<file path="src/rtl/common_dffram_wrsched_2w_pkg.sv">
// common_dffram_wrsched_2w_pkg
//   Shared definitions for the DFF RAM write scheduler: controller state
//   encodings and the RAM depth derivation from the address width.
package common_dffram_wrsched_2w_pkg;

    typedef enum logic {
        ST_IDLE  = 1'b0,
        ST_CLEAR = 1'b1
    } state_e;

    // Number of RAM entries addressed by an aw-bit address.
    function automatic int depth_of(input int aw);
        return 1 << aw;
    endfunction

endpackage

</file>
<file path="src/rtl/common_dffram_wrsched_2w_if.sv">
// common_dffram_wrsched_2w_if
//   Bundles the two write requesters, the clear command, the RAM-side
//   port A / read ports and the client read ports of the scheduler.
//   slave  : the scheduler view
//   master : the environment view (requesters, clients and the RAM)
interface common_dffram_wrsched_2w_if #(
    parameter int DATA_WIDTH = 32,
    parameter int ADDR_WIDTH = 5
);
    logic                  req0_valid;
    logic                  req0_ready;
    logic [ADDR_WIDTH-1:0] req0_addr;
    logic [DATA_WIDTH-1:0] req0_data;
    logic                  req1_valid;
    logic                  req1_ready;
    logic [ADDR_WIDTH-1:0] req1_addr;
    logic [DATA_WIDTH-1:0] req1_data;
    logic                  clr_req;
    logic                  clr_busy;
    logic                  clr_done;
    logic [ADDR_WIDTH-1:0] ram_addra;
    logic                  ram_ena;
    logic                  ram_wea;
    logic [DATA_WIDTH-1:0] ram_dina;
    logic [ADDR_WIDTH-1:0] rdb_addr;
    logic [ADDR_WIDTH-1:0] rdc_addr;
    logic [ADDR_WIDTH-1:0] ram_addrb;
    logic [ADDR_WIDTH-1:0] ram_addrc;
    logic [DATA_WIDTH-1:0] ram_doutb;
    logic [DATA_WIDTH-1:0] ram_doutc;
    logic [DATA_WIDTH-1:0] rdb_data;
    logic [DATA_WIDTH-1:0] rdc_data;

    modport slave (
        input  req0_valid, req0_addr, req0_data,
        input  req1_valid, req1_addr, req1_data,
        input  clr_req, rdb_addr, rdc_addr, ram_doutb, ram_doutc,
        output req0_ready, req1_ready, clr_busy, clr_done,
        output ram_addra, ram_ena, ram_wea, ram_dina,
        output ram_addrb, ram_addrc, rdb_data, rdc_data
    );

    modport master (
        output req0_valid, req0_addr, req0_data,
        output req1_valid, req1_addr, req1_data,
        output clr_req, rdb_addr, rdc_addr, ram_doutb, ram_doutc,
        input  req0_ready, req1_ready, clr_busy, clr_done,
        input  ram_addra, ram_ena, ram_wea, ram_dina,
        input  ram_addrb, ram_addrc, rdb_data, rdc_data
    );
endinterface

</file>
<file path="src/rtl/common_dffram_wrsched_2w_rr_arbiter.sv">
// common_rr_arbiter_2
//   Two-way round-robin arbiter with a same-cycle one-hot grant.
//   clk, reset : clock, asynchronous active-high reset
//   req_i[1:0] : request lines
//   en_i       : arbitration enable; no grant is issued while low
//   grant_o    : one-hot grant
//   The last granted index is remembered; on a conflict the other
//   requester wins. After reset requester 0 wins the first conflict.
module common_rr_arbiter_2
    import common_dffram_wrsched_2w_pkg::*;
(
    input  logic       clk,
    input  logic       reset,
    input  logic [1:0] req_i,
    input  logic       en_i,
    output logic [1:0] grant_o
);

    logic rr_last_q;
    logic rr_last_d;

    always_comb begin
        grant_o = 2'b00;
        if (en_i) begin
            case (req_i)
                2'b01:   grant_o = 2'b01;
                2'b10:   grant_o = 2'b10;
                2'b11:   grant_o = rr_last_q ? 2'b01 : 2'b10;
                default: grant_o = 2'b00;
            endcase
        end
    end

    always_comb begin
        rr_last_d = rr_last_q;
        if (|grant_o) begin
            rr_last_d = grant_o[1];
        end
    end

    always_ff @(posedge clk or posedge reset) begin
        if (reset) begin
            rr_last_q <= 1'b1;
        end else begin
            rr_last_q <= rr_last_d;
        end
    end

endmodule

</file>
<file path="src/rtl/common_dffram_wrsched_2w.sv">
// common_dffram_wrsched_2w
//   Write scheduler and read-bypass controller for a DFF RAM with one
//   write port (A) and two combinational read ports (B, C).
//   clk, reset : clock, asynchronous active-high reset
//   bus        : slave view of common_dffram_wrsched_2w_if
//                - req0/req1 valid/ready write requesters (round robin)
//                - clr_req/clr_busy/clr_done sequenced clear sweep
//                - ram_* port A drive and read port passthrough
//                - rdb/rdc client reads, optionally bypassing port A
//
//   state    | meaning
//   ---------+-------------------------------------------------------
//   ST_IDLE  | requesters arbitrated onto port A, clr_req sampled
//   ST_CLEAR | one entry per cycle written with CLR_VALUE, readys low
module common_dffram_wrsched_2w
    import common_dffram_wrsched_2w_pkg::*;
#(
    parameter int                    DATA_WIDTH = 32,
    parameter int                    ADDR_WIDTH = 5,
    parameter logic [DATA_WIDTH-1:0] CLR_VALUE  = '0,
    parameter bit                    BYPASS_EN  = 1'b1
) (
    input  logic clk,
    input  logic reset,
    common_dffram_wrsched_2w_if.slave bus
);

    localparam int                    DEPTH    = depth_of(ADDR_WIDTH);
    localparam logic [ADDR_WIDTH-1:0] CNT_LAST = ADDR_WIDTH'(DEPTH - 1);

    state_e                state_q, state_d;
    logic [ADDR_WIDTH-1:0] clr_cnt_q, clr_cnt_d;
    logic                  clr_done_q, clr_done_d;

    logic                  arb_en;
    logic [1:0]            grant;
    logic                  wr_en;
    logic [ADDR_WIDTH-1:0] wr_addr;
    logic [DATA_WIDTH-1:0] wr_data;

    // Reset gates the enable so nothing is granted while reset is held.
    assign arb_en = (state_q == ST_IDLE) && !reset;

    common_rr_arbiter_2 u_arb (
        .clk     (clk),
        .reset   (reset),
        .req_i   ({bus.req1_valid, bus.req0_valid}),
        .en_i    (arb_en),
        .grant_o (grant)
    );

    always_ff @(posedge clk or posedge reset) begin
        if (reset) begin
            state_q    <= ST_IDLE;
            clr_cnt_q  <= '0;
            clr_done_q <= 1'b0;
        end else begin
            state_q    <= state_d;
            clr_cnt_q  <= clr_cnt_d;
            clr_done_q <= clr_done_d;
        end
    end

    always_comb begin
        state_d    = state_q;
        clr_cnt_d  = clr_cnt_q;
        clr_done_d = 1'b0;
        case (state_q)
            ST_IDLE: begin
                if (bus.clr_req) begin
                    state_d   = ST_CLEAR;
                    clr_cnt_d = '0;
                end
            end
            ST_CLEAR: begin
                if (clr_cnt_q == CNT_LAST) begin
                    state_d    = ST_IDLE;
                    clr_cnt_d  = '0;
                    clr_done_d = 1'b1;
                end else begin
                    clr_cnt_d = clr_cnt_q + 1'b1;
                end
            end
            default: begin
                state_d = ST_IDLE;
            end
        endcase
    end

    // With no grant the address/data fall back to req0 fields; the write
    // enable is low so their value does not matter.
    always_comb begin
        wr_en   = 1'b0;
        wr_addr = bus.req0_addr;
        wr_data = bus.req0_data;
        if (!reset) begin
            if (state_q == ST_CLEAR) begin
                wr_en   = 1'b1;
                wr_addr = clr_cnt_q;
                wr_data = CLR_VALUE;
            end else if (grant[0]) begin
                wr_en   = 1'b1;
            end else if (grant[1]) begin
                wr_en   = 1'b1;
                wr_addr = bus.req1_addr;
                wr_data = bus.req1_data;
            end
        end
    end

    assign bus.req0_ready = grant[0];
    assign bus.req1_ready = grant[1];
    assign bus.clr_busy   = (state_q == ST_CLEAR) && !reset;
    assign bus.clr_done   = clr_done_q;
    assign bus.ram_ena    = wr_en;
    assign bus.ram_wea    = wr_en;
    assign bus.ram_addra  = wr_addr;
    assign bus.ram_dina   = wr_data;
    assign bus.ram_addrb  = bus.rdb_addr;
    assign bus.ram_addrc  = bus.rdc_addr;

    generate
        if (BYPASS_EN) begin : g_bypass
            // The RAM only holds the new word after the edge, so a read of
            // the address being written this cycle takes the write data.
            assign bus.rdb_data = (wr_en && (wr_addr == bus.rdb_addr)) ? wr_data : bus.ram_doutb;
            assign bus.rdc_data = (wr_en && (wr_addr == bus.rdc_addr)) ? wr_data : bus.ram_doutc;
        end else begin : g_no_bypass
            assign bus.rdb_data = bus.ram_doutb;
            assign bus.rdc_data = bus.ram_doutc;
        end
    endgenerate

endmodule

</file>
<file path="src/flat_wrapper.sv">
// flat-port wrapper written by rule: the top's interface ports become plain ports
module common_dffram_wrsched_2w_flat import common_dffram_wrsched_2w_pkg::*;
#(
    parameter int                    DATA_WIDTH = 32,
    parameter int                    ADDR_WIDTH = 5,
    parameter logic [DATA_WIDTH-1:0] CLR_VALUE  = '0,
    parameter bit                    BYPASS_EN  = 1'b1
)
  (clk, reset, bus_req0_valid, bus_req0_addr, bus_req0_data, bus_req1_valid, bus_req1_addr, bus_req1_data, bus_clr_req, bus_rdb_addr, bus_rdc_addr, bus_ram_doutb, bus_ram_doutc, bus_req0_ready, bus_req1_ready, bus_clr_busy, bus_clr_done, bus_ram_addra, bus_ram_ena, bus_ram_wea, bus_ram_dina, bus_ram_addrb, bus_ram_addrc, bus_rdb_data, bus_rdc_data);
  common_dffram_wrsched_2w_if #(.DATA_WIDTH(DATA_WIDTH), .ADDR_WIDTH(ADDR_WIDTH)) bus_i ();
  input  logic clk;
  input  logic reset;
  input wire logic [$bits(bus_i.req0_valid)-1:0] bus_req0_valid;
  input wire logic [$bits(bus_i.req0_addr)-1:0] bus_req0_addr;
  input wire logic [$bits(bus_i.req0_data)-1:0] bus_req0_data;
  input wire logic [$bits(bus_i.req1_valid)-1:0] bus_req1_valid;
  input wire logic [$bits(bus_i.req1_addr)-1:0] bus_req1_addr;
  input wire logic [$bits(bus_i.req1_data)-1:0] bus_req1_data;
  input wire logic [$bits(bus_i.clr_req)-1:0] bus_clr_req;
  input wire logic [$bits(bus_i.rdb_addr)-1:0] bus_rdb_addr;
  input wire logic [$bits(bus_i.rdc_addr)-1:0] bus_rdc_addr;
  input wire logic [$bits(bus_i.ram_doutb)-1:0] bus_ram_doutb;
  input wire logic [$bits(bus_i.ram_doutc)-1:0] bus_ram_doutc;
  output wire logic [$bits(bus_i.req0_ready)-1:0] bus_req0_ready;
  output wire logic [$bits(bus_i.req1_ready)-1:0] bus_req1_ready;
  output wire logic [$bits(bus_i.clr_busy)-1:0] bus_clr_busy;
  output wire logic [$bits(bus_i.clr_done)-1:0] bus_clr_done;
  output wire logic [$bits(bus_i.ram_addra)-1:0] bus_ram_addra;
  output wire logic [$bits(bus_i.ram_ena)-1:0] bus_ram_ena;
  output wire logic [$bits(bus_i.ram_wea)-1:0] bus_ram_wea;
  output wire logic [$bits(bus_i.ram_dina)-1:0] bus_ram_dina;
  output wire logic [$bits(bus_i.ram_addrb)-1:0] bus_ram_addrb;
  output wire logic [$bits(bus_i.ram_addrc)-1:0] bus_ram_addrc;
  output wire logic [$bits(bus_i.rdb_data)-1:0] bus_rdb_data;
  output wire logic [$bits(bus_i.rdc_data)-1:0] bus_rdc_data;
  assign bus_i.req0_valid = bus_req0_valid;
  assign bus_i.req0_addr = bus_req0_addr;
  assign bus_i.req0_data = bus_req0_data;
  assign bus_i.req1_valid = bus_req1_valid;
  assign bus_i.req1_addr = bus_req1_addr;
  assign bus_i.req1_data = bus_req1_data;
  assign bus_i.clr_req = bus_clr_req;
  assign bus_i.rdb_addr = bus_rdb_addr;
  assign bus_i.rdc_addr = bus_rdc_addr;
  assign bus_i.ram_doutb = bus_ram_doutb;
  assign bus_i.ram_doutc = bus_ram_doutc;
  assign bus_req0_ready = bus_i.req0_ready;
  assign bus_req1_ready = bus_i.req1_ready;
  assign bus_clr_busy = bus_i.clr_busy;
  assign bus_clr_done = bus_i.clr_done;
  assign bus_ram_addra = bus_i.ram_addra;
  assign bus_ram_ena = bus_i.ram_ena;
  assign bus_ram_wea = bus_i.ram_wea;
  assign bus_ram_dina = bus_i.ram_dina;
  assign bus_ram_addrb = bus_i.ram_addrb;
  assign bus_ram_addrc = bus_i.ram_addrc;
  assign bus_rdb_data = bus_i.rdb_data;
  assign bus_rdc_data = bus_i.rdc_data;
  common_dffram_wrsched_2w #(.DATA_WIDTH(DATA_WIDTH), .ADDR_WIDTH(ADDR_WIDTH), .CLR_VALUE(CLR_VALUE), .BYPASS_EN(BYPASS_EN)) u_core (.clk(clk), .reset(reset), .bus(bus_i));
endmodule
</file>
<file path="config.mk">
export PLATFORM = sky130hd
export DESIGN_NAME = common_dffram_wrsched_2w_flat
export DESIGN_NICKNAME = d
export VERILOG_FILES = /design/src/rtl/common_dffram_wrsched_2w_pkg.sv /design/src/rtl/common_dffram_wrsched_2w_if.sv /design/src/rtl/common_dffram_wrsched_2w_rr_arbiter.sv /design/src/rtl/common_dffram_wrsched_2w.sv /design/src/flat_wrapper.sv
export SDC_FILE = /design/constraint.sdc
export NUM_CORES = 1
export LEC_CHECK = 0
export CAP_MARGIN = 20
export CORE_AREA = 2 2 104 106
export CTS_CLUSTER_SIZE = 14
export DETAILED_ROUTE_END_ITERATION = 10
export DIE_AREA = 0 0 106 108
export PLACE_DENSITY = 0.72
export SYNTH_ARGS = -nofsm -noshare
export SYNTH_HDL_FRONTEND = slang
export SYNTH_SLANG_ARGS = --single-unit
</file>
<file path="constraint.sdc">
create_clock -name clk -period 4.1 [get_ports clk]
set_clock_uncertainty 0.15 [all_clocks]
set_input_delay 0.82 -clock clk [delete_from_list [all_inputs] [get_ports clk]]
set_output_delay 0.82 -clock clk [all_outputs]
set_load 0.03 [all_outputs]
</file>
# Word-level counts from Yosys, hierarchy flattened
# Index checks and enable logic that the tools add are counted.
# op_classes
n_mux	25
n_reduce_logical	6
n_eq_ne	7
n_addsub	1
n_bitwise	1
# op_table
op	count
$mux W32	6
$mux W5	6
$eq A5 B5 Y1	2
$pmux W5 S2	1
$mux W1	8
$pmux W2 S3	1
$add A5 B1 Y5 const B	1
$eq A5 B5 Y1 const B	1
$eq A2 B2 Y1 const B	2
$logic_and A1 B1 Y1	4
$mux W2	2
$eq A2 B1 Y1 const B	1
$ne A2 B2 Y1 const B	1
$pmux W1 S2	1
$reduce_or A2 Y1	1
$logic_not A1 Y1	1
$not A1 Y1	1
# word_totals
reg_bits	8
in_bits	153
wordCells	44

# Longest topological paths before layout
# Gate-level depths: netlist of the first run.
# depth
ltp_word	10
ltp_mapped	8

# By module
# A second synthesis of the first run with hierarchy kept.
# unflattened
hier_cells	224
area_unflattened_um2	2015.7
# by_module_without_submodules
module	instances	area_per_inst_um2	cells_each
common_dffram_wrsched_2w	1	1949.4	215
common_rr_arbiter_2	1	66.3	9

# Least setup slack after synthesis of the first run
# OpenSTA, ideal clock, no wires.
# synth_path
path_kind	in2out
start	input bus_req1_valid
end	output bus_rdb_data[0]
t_required_ps	3130
arrival_ps	3026
setup_slack_ps	104
path_stages	7
path_cell_list	a21bo_2 -> clkbuf_1 -> nor2_1 -> clkbuf_1 -> a22oi_1 -> o21ai_0 -> mux2_2
# synth_between
word_cells_on_any_way	20
cone_classes	4 x eq/ne; 15 x mux; 1 x reduce/logical
# synth_lines
element	line	text
start, declared	flat_wrapper.sv:16	input wire logic [$bits(bus_i.req1_valid)-1:0] bus_req1_valid;
$eq A2 B2 Y1 / $eq A2 B1 Y1 (equally long branches)	common_dffram_wrsched_2w_rr_arbiter.sv:25	case (req_i)
$pmux W2 S3 (*)	common_dffram_wrsched_2w_rr_arbiter.sv:25	
$mux W2 (*)	common_dffram_wrsched_2w_rr_arbiter.sv:24	if (en_i) begin
$mux W32	common_dffram_wrsched_2w.sv:103	end else if (grant[1]) begin
$mux W32 (*)	common_dffram_wrsched_2w.sv:101	end else if (grant[0]) begin
$mux W32 (*)	common_dffram_wrsched_2w.sv:97	if (state_q == ST_CLEAR) begin
$mux W32 (*)	common_dffram_wrsched_2w.sv:96	if (!reset) begin
via bus_ram_dina[0]	flat_wrapper.sv:31	output wire logic [$bits(bus_i.ram_dina)-1:0] bus_ram_dina;
$mux W32 (*)	common_dffram_wrsched_2w.sv:126	assign bus.rdb_data = (wr_en && (wr_addr == bus.rdb_addr)) ? wr_data : bus.ram_doutb;
end, declared	flat_wrapper.sv:34	output wire logic [$bits(bus_i.rdb_data)-1:0] bus_rdb_data;
# Mark *: on every way through the listed nets, which the timed path passes. The rest lies on a longest branch.

# Final worst setup path of the first run
# layout_path
start	input bus_req0_addr[1]
end	output bus_rdc_data[28]
# layout_between
elab_chain_cells	7
# layout_rtl
element	line	text
start, declared	flat_wrapper.sv:14	input wire logic [$bits(bus_i.req0_addr)-1:0] bus_req0_addr;
$mux W5	common_dffram_wrsched_2w.sv:103	
$mux W5	common_dffram_wrsched_2w.sv:101	
$mux W5	common_dffram_wrsched_2w.sv:97	
$mux W5 (*)	common_dffram_wrsched_2w.sv:96	
$eq A5 B5 Y1 (*)	common_dffram_wrsched_2w.sv:127	assign bus.rdc_data = (wr_en && (wr_addr == bus.rdc_addr)) ? wr_data : bus.ram_doutc;
$logic_and A1 B1 Y1 (*)	common_dffram_wrsched_2w.sv:127	
$mux W32 (*)	common_dffram_wrsched_2w.sv:127	
end, declared	flat_wrapper.sv:35	output wire logic [$bits(bus_i.rdc_data)-1:0] bus_rdc_data;
# Every way passes the cells marked *; elsewhere a longest branch is shown, timed or not.

==> results of run 1 <==
[layout make-up]
cell class,instances,area [um2],share of cell area
Timing Repair Buffer,364,3350,0.559
Sequential cell,8,201,0.0337
Multi-Input combinational cell,251,2160,0.361
Inverter,15,56.3,0.00941
Clock buffer,4,45.0,0.00753
Tap cell,136,170,0.0284
[cells in the final DEF (no fill, tap or decap), types with 5 or more instances in the layout]
cell	count
clkdlybuf4s50_1	161
buf_4	113
mux2_4	60
buf_2	45
nand2_1	41
o21ai_0	37
a22oi_1	32
buf_6	22
inv_1	15
nor2_1	9
o22ai_1	9
buf_12	9
dfrtp_1	7
dlygate4sd2_1	5
[worst max-delay path: cells and delay by family]
kind            cells  cell delay, ns
buf+inv             5            1.05
simple gates        1            0.14
compound gates      3            0.74
mux                 1            0.30
[kinds of logic (layout without fill, tap and decap cells)]
| group | Yosys count | after routing |
|---|---|---|
| flops | 8 | 8 |
| mux | 64 | 64 |
| xor+xnor | 3 | 3 |
| fa+ha+maj | 2 | 2 |
| compound gates | 103 | 103 |
| simple gates | 79 | 79 |
| buf+inv | 49 | 383 |
[how the worst max path moves through the flow]
stage / slack [ns] / endpoint / depth (start not counted)
6_report: 0.07 / bus_rdc_data[28] / 10
5_1_grt: 0.001 / bus_rdb_data[30] / 11
4_1_cts: 0.0001 / bus_rdc_data[28] / 11
3_5_place_dp: -0.67 / bus_rdc_data[1] / 9
3_3_place_gp: -0.62 / bus_rdc_data[7] / 10
2_1_floorplan: 0.10 / bus_rdb_data[0] / 7
[through the flow]
step           area, um2  TNS, ns   util  setup WS [ns]
2_1_floorplan       2560        0      -          0.104
3_3_place_gp        5840   -36.13  0.570         -0.625
3_5_place_dp        5840   -36.85  0.570         -0.668
4_1_cts             6040        0  0.590       0.000135
5_1_grt             5980        0  0.585       0.000999
6_report            5980        0  0.585         0.0673
[registers in the layout (all words and copies together) (netlist names)]
register and cells:
u_core.clr_cnt_q 5, u_core.bus.clr_done 1, u_core.state_q 1, u_core.u_arb.rr_last_q 1
[power breakdown]
group,internal (mW),total (mW),switching [mW]
clock,0.0677,0.102,0.0347
sequential,0.118,0.179,0.0611
combinational,0.836,1.73,0.898
total,1.02,2.02,0.993
[routing by layer]
metal | vias up | GRT usage
met4 | 0 | 0.0583
met2 | 246 | 0.463
met3 | 30 | 0.0271
li1 | 1820 | -
met5 | - | 0
met1 | 1780 | 0.272
[timing repair]
| action | CTS | global route |
|---|---|---|
| setup buffers | 5 | 1 |
| cloned | 6 | 0 |
| endpoints found under the hold margin | 0 | 0 |
| pin swaps | 6 | 7 |
| setup endpoints to repair | 66 | 53 |
| gates resized for setup | 317 | 27 |
==> reports/results.ini, run 1 <==
[timing]
worst_pin_slew_ns=0.453
min_period_ns=4.03
fmax_ghz=0.248
relSlewSlack=0.695
whs_ns=0.410
rsz0062_at_grt=no
post-route-period-util=0.984
hold_viol=0
setup_viol=0
final_max_slew_viol_count=0

[power]
ir_drop_v=0.000265
power.density_mw_per_mm2=337
p_leak_nw=2.94
p_total_mw=2.02

[routing]
post_drt_wl_per_cell_um=18.4
route.vias.total=3876
dr_wl_met3_um=1050
wl_met1_um=5340
routed_wirelength_um=14300
postRouteAntennaNets=0
via_per_inst=4.98
top_layer=met4
dr.pass1.iters=5
dr_wl_met2_um=7580
drc_errors=0
drt-initial-drc-count=204

[setup_path]
crit_required_ns=3.13
rrSetupSlack_ns=2.36
worstSetupPathType=input pin to output port
r2r_cells=6
slowest_stage=clkdlybuf4s50_1
crit_path_end_kind=output port
cp_slowest_stage_delay_ns=0.49
regToRegEndpoint=u_core.clr_cnt_q[3]
crit_arrival_ns=3.06
reg2reg_from=u_core.clr_cnt_q[0]
cp-startpoint=bus_req0_addr[1]
path_max_fanout=5
crit_path_cell_trace=clkdlybuf4s50_1, o22ai_1, a221oi_2, o2111a_2, nand4_4, buf_6, buf_12, buf_4, mux2_4, buf_6
startpoint_type=input pin
critPathMostFrequentCell=buf_6

[clock_tree]
cts.sinks=8
cts_tree=done
cts_max_path_buffers=2
ctsHtreeMaxLevel=1
cts_root_buf=clkbuf_8
hold_buffers=0
clk_latency_ns=0.23
clkTransAtPathRegs_ns=0.04
cts_buffers=3

[place]
dp.cells=764
dp_hpwl_um=11300
port_buffers=269
gp_congestion=1.03

[global_routing]
overflow=0
grt_pass1_vias=4036
grt_pass1_wl_um=21700
grt_max_degree=32
grt_antenna_before_repair=0
track_usage=0.236

[synth]
avgSynthCellArea_um2=8.31
ys_warn_count=0
yosys.area.top_type=mux2_4
synth-simple-area-share=0.161
synth_top_family_by_area=multiplexers
syn_inst=308
synth_adder_area_share=0.00978
yosysSeqAreaShare=0.0787
async_reset_ff_frac=1.00
synth.area.top_cells=mux2_4, a22oi_1, o21ai_0, dfrtp_1, nand2_1
synth-main-ff-cell=dfrtp_1
ys_ff_latch=8
synth_top_area_share=0.352
synth-edff-count=0
synth.distinct_cells=43
synth-compound-area-share=0.265
netlist_area_mm2=0.00256
synth_most_common_cell=mux2_4
synth_mux_area_frac=0.370
syn-num-nets=463
synthXorXnorAreaFrac=0.0103
synthTopCellsByCount=mux2_4, nand2_1, o21ai_0

[layout]
drive_gt1_frac=0.442
fillers=919
diodes=0
nets=798
finalNonFillerCells=778
area_delta_synth_final_pct=134

[hold_path]
min_to=u_core.clr_cnt_q[2]
holdPathStages=2
min_path_type=register to register
min_from=u_core.clr_cnt_q[2]

[floorplanning]
ios=270
rows=37
core_mm2=0.0102
initial_core_util=0.250
die_w_um=106
die_area_mm2=0.0114
die_height_um=108

[run_status]
status=finished clean

[run]
maxCapViolations=0

No activity file was read; power rests on OpenSTA's default activity.
==> run 2: changes to the inputs <==
- ABC_AREA: not set -> 1
- PLACE_DENSITY: 0.72 -> 0.74
- clock period: 4.1 -> 4.9 ns (I/O delays scaled with it)
==> run 2 against run 1 <==
Design area down 7.6%. Utilization down 4.5 points. Routed wire length up 10%. Total power down 36%. Hold slack worse by 0.0050 ns. Synthesized cell count up 70%. Combinational power down 38%. Highest routed layer is now met5. Critical endpoint is now bus_rdb_data[20]. Via count up 18%. Die area unchanged.
==> reports/results.ini, run 2 <==
[timing]
post-route-period-util=0.965
final_max_slew_viol_count=0  ; unchanged
rsz0062_at_grt=no
relSlewSlack=0.678  ; -0.0169
worst_pin_slew_ns=0.484  ; +0.0301 ns
fmax_ghz=0.212
whs_ns=0.405  ; -0.00497 ns
setup_viol=0  ; unchanged
min_period_ns=4.73
setup_tns_ns=0  ; unchanged
hold_viol=0  ; unchanged

[routing]
via_per_inst=5.07  ; +1.7%
route.vias.total=4591  ; +18%
drc_errors=0  ; unchanged
routed_wirelength_um=15700  ; +10%
post_drt_wl_per_cell_um=17.4  ; -5.5%
drt-initial-drc-count=348  ; +71%
postRouteAntennaNets=0  ; unchanged
dr.pass1.iters=5  ; unchanged

[run]
maxCapViolations=0  ; unchanged

[floorplanning]
initial_core_util=0.270  ; +0.0202
die_height_um=108  ; unchanged
rows=37  ; unchanged
core_mm2=0.0102  ; unchanged
die_w_um=106  ; unchanged
ios=270  ; unchanged
die_area_mm2=0.0114  ; unchanged

[clock_tree]
clk_latency_ns=0.23  ; about the same
cts_root_buf=clkbuf_8
clkTransAtPathRegs_ns=0.04  ; about the same
cts_tree=done
cts_max_path_buffers=2  ; unchanged
cts.sinks=8  ; unchanged
cts_buffers=3  ; unchanged
ctsHtreeMaxLevel=1  ; unchanged

[synth]
netlist_area_mm2=0.00277  ; +8.1%
ys_ff_latch=8  ; unchanged
synth.area.top_cells=nand2_1, nand4_1, inv_1, dfrtp_1, nand3_1
ys_warn_count=0  ; unchanged
synthTopCellsByCount=nand2_1, nand4_1, inv_1
avgSynthCellArea_um2=5.27  ; -37%
synth.distinct_cells=29  ; -33%
synth-edff-count=0  ; unchanged
synth_most_common_cell=nand2_1
yosys.area.top_type=nand2_1
async_reset_ff_frac=1.00  ; unchanged
yosysSeqAreaShare=0.0728  ; -0.00587
synth_top_area_share=0.297  ; -0.0548
syn-num-nets=680  ; +47%
synth-main-ff-cell=dfrtp_1
syn_inst=525  ; +70%

[global_routing]
grt_pass1_vias=4484  ; +11%
grt_max_degree=34  ; +6.3%
track_usage=0.253  ; +0.0169
overflow=0  ; unchanged
grt_pass1_wl_um=23300  ; +7.5%
grt_antenna_before_repair=2  ; +2

[power]
ir_drop_v=0.000209  ; -21%
p_clk_frac=0.067  ; +0.016
power.density_mw_per_mm2=233  ; -31%
combPwrFrac=0.839  ; -0.021
p_leak_nw=3.03  ; +3.1%
p_total_mw=1.29  ; -36%
pwr-share-seq=0.095  ; +0.006
power.net_switching_uw=717  ; -28%
p_int_uw=572  ; -44%
switching_share=0.556  ; +0.0633

[setup_path]
startpoint_type=input pin
worstSetupPathType=input pin to output port
rrSetupSlack_ns=3.17  ; +0.81 ns
crit_arrival_ns=3.60  ; +0.54 ns
path_max_fanout=22  ; +17
crit_path_end_kind=output port
crit_required_ns=3.77  ; +0.64 ns

[place]
dp.cells=898  ; +18%
gp_congestion=0.889  ; -14%
port_buffers=269  ; unchanged
dp_hpwl_um=11800  ; +4.5%

[layout]
area_delta_synth_final_pct=99.8
final_common_cell=nand2_1
drive_gt1_frac=0.113  ; -0.329
largest_register_ffs=5  ; unchanged
utilization=0.540  ; -0.0446
nets=925  ; +16%
final_cell_mix=nand2_1, clkdlybuf4s50_1, nand4_1
regMostFlops=u_core.clr_cnt_q
finalNonFillerCells=906  ; +16%
fillers=1012  ; +10%

[hold_path]
min_path_type=register to register

[run_status]
status=finished clean

run 2: kinds of logic after synthesis:
group | share of synthesized area
flops | 0.0728
xor+xnor | 0.00633
simple gates | 0.610
fa+ha+maj | 0.00904
compound gates | 0.0905
buf+inv | 0.211
run 2: layout make-up:
class / instances / area (um2) / share of cell area
Antenna cell: 1 / 2.50 / 0.000453
Clock buffer: 4 / 45.0 / 0.00815
Inverter: 69 / 259 / 0.0469
Multi-Input combinational cell: 401 / 2020 / 0.365
Sequential cell: 8 / 201 / 0.0364
Tap cell: 136 / 170 / 0.0308
Timing Repair Buffer: 287 / 2830 / 0.513
run 2: timing repair:
action | 4_1_cts | 5_1_grt
resized for setup | 0 | 29
hold buffers | 0 | 0
endpoints found under the setup margin | 0 | 51
hold endpoints to repair | 0 | 0
buffers inserted | 0 | 1
run 2: worst paths after layout:
kind,startpoint,depth (start not counted),to
hold reg to reg,u_core.u_arb.rr_last_q,2,u_core.u_arb.rr_last_q
hold / removal,u_core.u_arb.rr_last_q,2,u_core.u_arb.rr_last_q
max in group asynchronous,reset,2,u_core.u_arb.rr_last_q
setup / recovery,bus_req1_valid,11,bus_rdb_data[20]
min in group asynchronous,reset,2,u_core.clr_cnt_q[0]
setup reg to reg,u_core.clr_cnt_q[0],6,u_core.clr_cnt_q[0]
run 2: per-layer routing:
layer / wire length, um / global-route usage / up-vias
met5: 13 / 0 / -
met3: 1300 / 0.0458 / 34
met1: 6150 / 0.299 / 2068
met2: 7870 / 0.472 / 258
li1: - / - / 2229
met4: 401 / 0.0630 / 2
run 2: per-stage QoR:
stage	setup slack, ns	area (um2)
after floorplan	1.21	2770
after global placement	0.248	5350
after detailed placement	0.160	5350
after CTS	0.150	5400
after global routing	0.00127	5530
final	0.172	5530
run 2: power by group through the flow:
| stage | logic [mW] | clock network, mW | registers, mW |
|---|---|---|---|
| after global routing | 1.16 | 0.0930 | 0.126 |
| after detailed placement | 1.05 | 0 | 0.122 |
| after floorplan | 0.628 | 0 | 0.116 |
| final | 1.08 | 0.0860 | 0.122 |
| after global placement | 1.04 | 0 | 0.120 |
| after CTS | 1.06 | 0.0886 | 0.121 |
run 2: critical path, stage by stage:
cell and delay (ns):
clkdlybuf4s50_1 0.56, nand2_1 0.19, nand4_1 0.18, nand3_1 0.15
nand2_1 0.09, nand2_1 0.10, nor2_4 0.23, buf_6 0.26
nand4_1 0.12, nand2_1 0.08, clkdlybuf4s50_1 0.66
==> run 3: changes to the inputs <==
--- a/config.mk
+++ b/config.mk
@@ -13,2 +13,3 @@
 export DIE_AREA = 0 0 106 108
+export HOLD_SLACK_MARGIN = 0.12
 export PLACE_DENSITY = 0.74
==> constraint.sdc (replaced) <==
create_clock -name clk -period 4.9 [get_ports clk]
set_clock_uncertainty 0.15 [all_clocks]
set_input_delay 0.735 -clock clk [delete_from_list [all_inputs] [get_ports clk]]
set_output_delay 0.735 -clock clk [all_outputs]
set_load 0.03 [all_outputs]
==> run 3 against run 2 <==
Clock power shrank 2.3%. Total power fell by 3.6%. Critical path depth is the same. Combinational power shrank 4%. Register-to-register slack worse by 0.09 ns. Design area is 2.4% lower. Sequential share of layout area increased by 0.089 points. Cell count decreased by 0.88%. Worst setup slack improved by 0.047 ns. Critical endpoint is now bus_rdc_data[17]. First-iteration DRC count down 17%. Critical path type unchanged. Sequential power about the same.
==> reports/results.ini, run 3 (same netlist as run 2, synthesis figures left out) <==
[layout]
final_cell_mix=clkdlybuf4s50_1, nand2_1, nand4_1
regMostFlops=u_core.clr_cnt_q
final_common_cell=clkdlybuf4s50_1
diodes=0  ; -1
nets=918  ; -0.76%
largest_register_ffs=5  ; unchanged
area_delta_synth_final_pct=95.1
drive_gt1_frac=0.0709  ; -0.0423

[run_status]
status=finished clean

[clock_tree]
cts_max_path_buffers=2  ; unchanged
cts_root_buf=clkbuf_8
clk_latency_ns=0.23  ; about the same
post_cts_resize_count=0  ; unchanged
ctsHtreeMaxLevel=1  ; unchanged
cts_buffers=3  ; unchanged
cts_tree=done
cts.sinks=8  ; unchanged
clkTransAtPathRegs_ns=0.04  ; about the same

[floorplanning]
initial_core_util=0.270  ; unchanged
core_mm2=0.0102  ; unchanged
ios=270  ; unchanged
die_w_um=106  ; unchanged
die_area_mm2=0.0114  ; unchanged
die_height_um=108  ; unchanged
rows=37  ; unchanged

[routing]
dr.pass1.iters=5  ; unchanged
route.vias.total=4432  ; -3.5%
drc_errors=0  ; unchanged
drt-initial-drc-count=289  ; -17%
postRouteAntennaNets=0  ; unchanged
via_per_inst=4.94  ; -2.6%
post_drt_wl_per_cell_um=16.4  ; -5.7%
routed_wirelength_um=14700  ; -6.5%

[power]
p_clk_frac=0.068  ; about the same
ir_drop_v=0.000292  ; +40%
p_leak_nw=2.71  ; -11%
pwr-share-seq=0.098  ; +0.003
power.density_mw_per_mm2=230  ; -1.3%
switching_share=0.550  ; -0.00612
p_int_uw=559  ; -2.3%
combPwrFrac=0.834  ; -0.005
power.net_switching_uw=684  ; -4.7%

[timing]
setup_tns_ns=0  ; unchanged
final_max_slew_viol_count=0  ; unchanged
rsz0062_at_grt=no
fmax_ghz=0.214  ; +1.0%
relSlewSlack=0.677  ; about the same
whs_ns=0.393  ; -0.0121 ns
hold_viol=0  ; unchanged
worst_slack_ns=0.219  ; +0.0470 ns
worst_pin_slew_ns=0.483  ; -0.000540 ns
post-route-period-util=0.955  ; -0.00958
setup_viol=0  ; unchanged
min_period_ns=4.68  ; -0.0470 ns

[run]
maxCapViolations=0  ; unchanged

[setup_path]
worstSetupPathType=input pin to output port
crit_arrival_ns=3.80  ; +0.20 ns
crit_required_ns=4.01  ; +0.24 ns
reg2reg_from=u_core.state_q
path_max_fanout=32  ; +45%
startpoint_type=input pin
crit_path_end_kind=output port
regToRegEndpoint=u_core.u_arb.rr_last_q
rrSetupSlack_ns=3.08  ; -0.09 ns
r2r_cells=5  ; -1

[global_routing]
grt_pass1_wl_um=22300  ; -4.4%
grt_max_degree=33  ; -2.9%
track_usage=0.240  ; -0.0127
gr-usage-met3=0.0512  ; +0.00542
busiest_layer=met2
grt_antenna_before_repair=1  ; -1
overflow=0  ; unchanged
grt.met1_usage=0.286  ; -0.0132
grt_pass1_vias=4317  ; -3.7%
use_met2=0.442  ; -0.0295

[place]
dp_hpwl_um=11600  ; -1.4%
port_buffers=269  ; unchanged
gp_congestion=0.891  ; +0.19%
dp_slack_ns=0.209  ; +0.0488 ns

[hold_path]
min_path_type=input pin to asynchronous set/reset pin

run 3: cell types whose count changed in the layout (fill, tap and decap cells not counted), sizes merged:
cell | before | now
nand3 | 39 | 37
clkdlybuf4s50 | 200 | 250
diode | 1 | 0
dlymetal6s2s | 24 | 0
buf | 63 | 32
run 3: per-stage QoR:
| stage | cell area [um2] | util | total power [mW] | cells |
|---|---|---|---|---|
| 5_1_grt | 5400 | 0.527 | 1.33 | 898 |
| 6_report | 5400 | 0.527 | 1.24 | 898 |
| 4_1_cts | 5400 | 0.527 | 1.24 | 898 |
| 3_5_place_dp | 5350 | 0.523 | 1.16 | 894 |
| 3_3_place_gp | 5350 | 0.523 | 1.14 | 894 |
| 2_1_floorplan | 2770 | - | 0.744 | 525 |
run 3: worst max-delay path: stages:
cell and delay, ns:
clkdlybuf4s50_1 0.64, nand2_1 0.21, nand4_1 0.18, nand3_1 0.16
nand2_1 0.09, nand2_1 0.08, nor2_4 0.35, nand3_4 0.43
nand2_1 0.18, nand2_1 0.09, clkdlybuf4s50_1 0.61
run 3: routing by layer:
| layer | vias up | routed length (um) |
|---|---|---|
| li1 | 2205 | - |
| met3 | 24 | 1310 |
| met4 | 2 | 345 |
| met1 | 1988 | 5760 |
| met2 | 213 | 7280 |
| met5 | - | 13 |
run 3: worst max path at each step:
stage,to,slack [ns],startpoint,cells after the start
3_3_place_gp,bus_rdc_data[17],0.26,bus_req1_valid,11
4_1_cts,bus_rdc_data[17],0.19,bus_req1_valid,11
3_5_place_dp,bus_rdc_data[17],0.21,bus_req1_valid,11
2_1_floorplan,bus_rdb_data[26],1.70,bus_req1_valid,9
6_report,bus_rdc_data[17],0.22,bus_req1_valid,11
5_1_grt,bus_rdc_data[12],0.05,bus_req1_valid,11
run 3: layout make-up:
cell class | count | area [um2]
multi-input cells | 399 | 1980
fillers | 1064 | 4830
flip-flops and latches | 8 | 201
well taps | 136 | 170
repair buffers | 282 | 2740
clock buffers | 4 | 45.0
inverters | 69 | 259
run 3: power groups by stage:
| stage | Combinational, mW | Sequential (mW) | Clock (mW) |
|---|---|---|---|
| final | 1.04 | 0.122 | 0.0840 |
| after floorplan | 0.628 | 0.116 | 0 |
| after CTS | 1.04 | 0.122 | 0.0856 |
| after detailed placement | 1.03 | 0.123 | 0 |
| after global routing | 1.12 | 0.126 | 0.0893 |
| after global placement | 1.02 | 0.120 | 0 |
run 3: what timing repair did:
| action | 4_1_cts | 5_1_grt |
|---|---|---|
| setup endpoints to repair | 0 | 2 |
| setup buffers | 0 | 0 |
| endpoints found under the hold margin | 0 | 0 |
| hold buffers | 0 | 0 |
